File: src/rtl/hadamard4pt_inverse.sv
// Pipelined 4-point inverse Hadamard transform: x = (H*y)/4 with a three-register pipeline,
// flagging coefficient sets that are non-exact (not divisible by 4) or out of output range.
module hadamard4pt_inverse #(
    parameter int unsigned IN_W  = 10,
    parameter int unsigned OUT_W = 8
) (
    input  logic                    clk,
    input  logic                    rst,
    input  logic                    start,
    input  logic signed [IN_W-1:0]  y0,
    input  logic signed [IN_W-1:0]  y1,
    input  logic signed [IN_W-1:0]  y2,
    input  logic signed [IN_W-1:0]  y3,
    output logic signed [OUT_W-1:0] x0,
    output logic signed [OUT_W-1:0] x1,
    output logic signed [OUT_W-1:0] x2,
    output logic signed [OUT_W-1:0] x3,
    output logic                    done,
    output logic                    err,
    output logic                    err_sticky
);

    localparam int unsigned AW = IN_W + 1;
    localparam int unsigned SW = IN_W + 2;

    localparam logic signed [SW-1:0] MaxQ = SW'((1 << (OUT_W - 1)) - 1);
    localparam logic signed [SW-1:0] MinQ = SW'(-(1 << (OUT_W - 1)));

    logic signed [AW-1:0]    a_q [4];
    logic signed [AW-1:0]    a_d [4];
    logic signed [SW-1:0]    s_q [4];
    logic signed [SW-1:0]    s_d [4];
    logic signed [OUT_W-1:0] x_q [4];
    logic signed [OUT_W-1:0] x_d [4];
    logic                    v1_q, v2_q, done_q, err_q, err_d, err_sticky_q;

    // Returns {lane_error, saturated_sample} for one lane holding 4*x.
    function automatic logic [OUT_W:0] recon(input logic signed [SW-1:0] s);
        logic signed [SW-1:0] q;
        logic                 inexact, hi, lo;
        logic [OUT_W-1:0]     x;
        q       = s >>> 2;
        inexact = |s[1:0];
        hi      = (q > MaxQ);
        lo      = (q < MinQ);
        if (hi) begin
            x = {1'b0, {(OUT_W - 1){1'b1}}};
        end else if (lo) begin
            x = {1'b1, {(OUT_W - 1){1'b0}}};
        end else begin
            x = q[OUT_W-1:0];
        end
        return {inexact | hi | lo, x};
    endfunction

    always_comb begin
        a_d[0] = {y0[IN_W-1], y0} + {y1[IN_W-1], y1};
        a_d[1] = {y0[IN_W-1], y0} - {y1[IN_W-1], y1};
        a_d[2] = {y2[IN_W-1], y2} + {y3[IN_W-1], y3};
        a_d[3] = {y2[IN_W-1], y2} - {y3[IN_W-1], y3};
    end

    always_comb begin
        s_d[0] = {a_q[0][AW-1], a_q[0]} + {a_q[2][AW-1], a_q[2]};
        s_d[1] = {a_q[1][AW-1], a_q[1]} + {a_q[3][AW-1], a_q[3]};
        s_d[2] = {a_q[0][AW-1], a_q[0]} - {a_q[2][AW-1], a_q[2]};
        s_d[3] = {a_q[1][AW-1], a_q[1]} - {a_q[3][AW-1], a_q[3]};
    end

    always_comb begin
        logic [OUT_W:0] r;
        err_d = 1'b0;
        r     = '0;
        for (int i = 0; i < 4; i++) begin
            r      = recon(s_q[i]);
            x_d[i] = r[OUT_W-1:0];
            err_d  = err_d | r[OUT_W];
        end
    end

    always_ff @(posedge clk or posedge rst) begin
        if (rst) begin
            v1_q         <= 1'b0;
            v2_q         <= 1'b0;
            done_q       <= 1'b0;
            err_q        <= 1'b0;
            err_sticky_q <= 1'b0;
            for (int i = 0; i < 4; i++) begin
                a_q[i] <= '0;
                s_q[i] <= '0;
                x_q[i] <= '0;
            end
        end else begin
            v1_q   <= start;
            v2_q   <= v1_q;
            done_q <= v2_q;
            // Each stage holds unless its incoming valid bit is set.
            if (start) begin
                for (int i = 0; i < 4; i++) a_q[i] <= a_d[i];
            end
            if (v1_q) begin
                for (int i = 0; i < 4; i++) s_q[i] <= s_d[i];
            end
            if (v2_q) begin
                for (int i = 0; i < 4; i++) x_q[i] <= x_d[i];
                err_q        <= err_d;
                err_sticky_q <= err_sticky_q | err_d;
            end
        end
    end

    assign x0         = x_q[0];
    assign x1         = x_q[1];
    assign x2         = x_q[2];
    assign x3         = x_q[3];
    assign done       = done_q;
    assign err        = err_q;
    assign err_sticky = err_sticky_q;

endmodule

File: config.mk
export PLATFORM = sky130hd
export DESIGN_NAME = hadamard4pt_inverse
export DESIGN_NICKNAME = d
export VERILOG_FILES = /design/src/rtl/hadamard4pt_inverse.sv
export SDC_FILE = /design/constraint.sdc
export NUM_CORES = 1
export LEC_CHECK = 0
export BUFFER_PORTS_ARGS = -buffer_cell sky130_fd_sc_hd__clkbuf_2
export CORE_MARGIN = 2
export CORE_UTILIZATION = 38
export CTS_CLUSTER_SIZE = 14
export DETAILED_ROUTE_END_ITERATION = 8
export PLACE_DENSITY = 0.58
export SYNTH_ARGS = -nofsm -noshare
export SYNTH_HDL_FRONTEND = slang
export SYNTH_SLANG_ARGS = --single-unit
File: constraint.sdc
create_clock -name clk -period 4.8 [get_ports clk]
set_clock_uncertainty 0.1 [all_clocks]
set_input_delay 0.48 -clock clk [delete_from_list [all_inputs] [get_ports clk]]
set_output_delay 0.48 -clock clk [all_outputs]
set_load 0.01 [all_outputs]
==> results.py <==
metrics = {
    "status": {
        "outcome": "finished, final reports clean",
    },
    "logic_synthesis": {
        "synth_edf_count": 0,
        "ys_seq_area_share_pct": 34.7,
        "synth_cell_types": 74,
        "yosysWarnings": 0,
        "synthFlopType": "dfrtp_1",
        "synth-async-reset-ratio_pct": 100,
        "avgSynthCellArea_um2": 8.57,
        "synth_area_um2": 8940,
        "syn_nets": 1176,
        "synth-seq-cells": 124,
        "synth_cells": 1043,
    },
    "sta": {
        "finalCriticalPeriod_ps": 2450,
        "finalHoldViolCount": 0,
        "fin_crit_sh_pct": 51.0,
        "fin_tns_setup_ps": 0,
        "maxSlewViolCount": 0,
        "max_freq_ghz": 0.408,
        "setup_viol": 0,
        "slew_headroom_pct": 38.7,
        "rsz0062_at_grt": "false",
        "worstMarginPinSlew_ps": 920,
    },
    "detailed_routing": {
        "wl_per_cell_um": 15.9,
        "post-route-drc-count": 0,
        "drtPass1Iterations": 5,
        "wl_met1_mm": 11.6,
        "met3_length_mm": 1.01,
        "drt_iter0_markers": 515,
        "wl_mm": 22.7,
        "route.vias.total": 7572,
        "drtAntennaViolNets": 0,
        "viasPerCell": 5.32,
        "wl_met2_mm": 9.87,
        "highest_layer": "met4",
    },
    "layout": {
        "nets": 1225,
        "finish.utilization_pct": 43.8,
        "multi_input_area_um2": 5180,
        "fill_cells": 2333,
        "syn2layout_area_growth_pct": 14.1,
        "seq_area_um2": 3110,
        "drive_gt1_share_pct": 12.9,
        "antenna_cells": 0,
    },
    "worst_hold_path": {
        "min_path_type": "in -> async",
    },
    "floorplan": {
        "start_util_pct": 38.4,
        "die-area_um2": 24800,
        "die_w_um": 157,
        "die_h_um": 157,
        "boundaryPins": 78,
        "rows": 56,
        "coreArea_um2": 23300,
    },
    "clock_network": {
        "cts_hold_buf": 0,
        "clock_sinks": 124,
        "clkTransAtPathRegs_ps": 60,
        "post-cts-setup-buffers": 0,
        "cts_resized": 0,
        "cts_buffer_depth": 2,
        "cts_root_buf": "clkbuf_16",
        "cts_tree": "done",
        "numCtsBuffers": 17,
        "clock_latency_ps": 420,
        "h-tree-depth": 4,
    },
    "critical_path": {
        "worstSetupStartpointType": "register",
        "cpMostUsedCell": "o31a_2",
        "cp_cell_sequence": "inv_1, ha_1, nor2b_1, o31a_2, o31a_2, mux2i_1, or4_1",
        "end_kind": "register",
        "slowest_delay_ps": 490,
        "rr_worst_depth": 7,
        "crit_path_top_delay_cell": "or4_1",
        "crit_fanout": 5,
        "critPathKind": "reg -> reg",
        "worstPathArrival_ps": 2640,
        "worst_ep_required_time_ps": 4990,
    },
    "pwr": {
        "peakVddDrop_mv": 0.233,
        "power_density_nw_per_um2": 502,
        "p_leak_nw": 4.70,
    },
    "grt": {
        "grt_pass1_wl_mm": 36.7,
        "antenna_found_initial": 0,
        "overflow": 0,
        "grt_start_max_net_pins": 74,
        "track_usage_pct": 18.9,
        "grt_pass1_vias": 7098,
    },
    "place": {
        "hpwl_mm": 17.2,
        "routabilityCongestion": 0.863,
        "io_buffer_count": 77,
    },
    "job": {
        "cap_violations": 0,
    },
}
[critical path: cells and delay by family (launching register included)]
| family | cells | cell delay [ps] |
|---|---|---|
| AO/OA/AOI/OAI | 2 | 650 |
| adder cells (fa/ha/maj) | 1 | 310 |
| flip-flops | 1 | 390 |
| multiplexers | 1 | 130 |
| buffers and inverters | 1 | 110 |
| AND/OR/NAND/NOR | 2 | 630 |
[registers in the layout, indices dropped and copies added, names as in the netlist]
name	count
s_q	45
a_q	42
x0	8
x1	8
x2	8
x3	8
done	1
err	1
err_sticky	1
v1_q	1
v2_q	1
[power by group]
| part | internal (mW) | switching, mW | leakage [nW] |
|---|---|---|---|
| clock network | 0.931 | 0.507 | 0.321 |
| logic | 0.810 | 1.17 | 2.91 |
| registers | 1.42 | 0.287 | 1.46 |
[cells in the final DEF (no fill, tap or decap), drive strengths merged, types with 20 or more instances in the layout]
cell type,n
o211ai,35
nor2,101
xnor2,22
nand2,51
nor3,22
ha,82
a21oi,75
dfrtp,124
inv,120
nand3,24
o21ai,82
clkbuf,94
nor2b,20
[worst paths after layout]
kind                                  from         end  slack [ps]
min in group clk                     y3[0]     a_q[11]         300
worst min-delay path                   rst       x3[6]          80
worst max-delay path                a_q[1]      s_q[7]        2350
worst max register to register      a_q[1]      s_q[7]        2350
worst min register to register  err_sticky  err_sticky         370
max in group asynchronous              rst        v2_q        3520
[cell usage after synthesis, drive strengths merged (7+ instances only)]
cell	count	area (µm²)
a211oi	12	90.1
a21o	7	52.6
a21oi	75	387
a31oi	13	81.3
and3	8	50.1
buf	17	93.8
clkbuf	36	136
dfrtp	124	3100
fa	8	160
ha	82	1030
inv	114	428
mux2	10	113
mux2i	7	70.1
nand2	51	191
nand2b	19	119
nand3	24	120
nand4	7	43.8
nor2	101	382
nor2b	20	125
nor3	22	110
nor4	7	43.8
o211ai	35	268
o21a	13	97.6
o21ai	82	414
o21bai	7	52.6
o31a	8	72.6
o31ai	8	60.1
or3	17	106
xnor2	22	193
[area by class of cell]
class / count / share of cell area, %
Clock buffer: 17 / 4.17
Inverter: 114 / 4.22
Multi-Input combinational cell: 752 / 50.8
Clock inverter: 15 / 2.27
Timing Repair Buffer: 83 / 4.22
Tap cell: 319 / 3.91
Sequential cell: 124 / 30.5
[through the flow]
stage	std cells	power (mW)	hold slack, ps	setup slack (ps)	instance area [µm²]
2_1_floorplan	1043	3.07	249	921	8940
3_3_place_gp	1392	3.65	350	2360	9540
3_5_place_dp	1392	3.69	371	2310	9540
4_1_cts	1424	5.15	105	2340	10200
5_1_grt	1424	5.49	150	2100	10200
6_report	1424	5.12	80.9	2350	10200
[metal layers]
metal | track usage, % | vias to the layer above
li1 | - | 3799
met1 | 27.9 | 3559
met2 | 28.6 | 203
met3 | 3.36 | 11
met4 | 4.46 | 0
met5 | 0 | -
[cell families after synthesis]
group	count (synthesis)	share of synthesized area [%]
fa+ha+maj	90	13.3
simple gates	303	16.7
compound gates	317	23.4
flops	124	34.7
xor+xnor	25	2.45
mux	17	2.04
buf+inv	167	7.36
No activity file was read; power rests on OpenSTA's default activity.
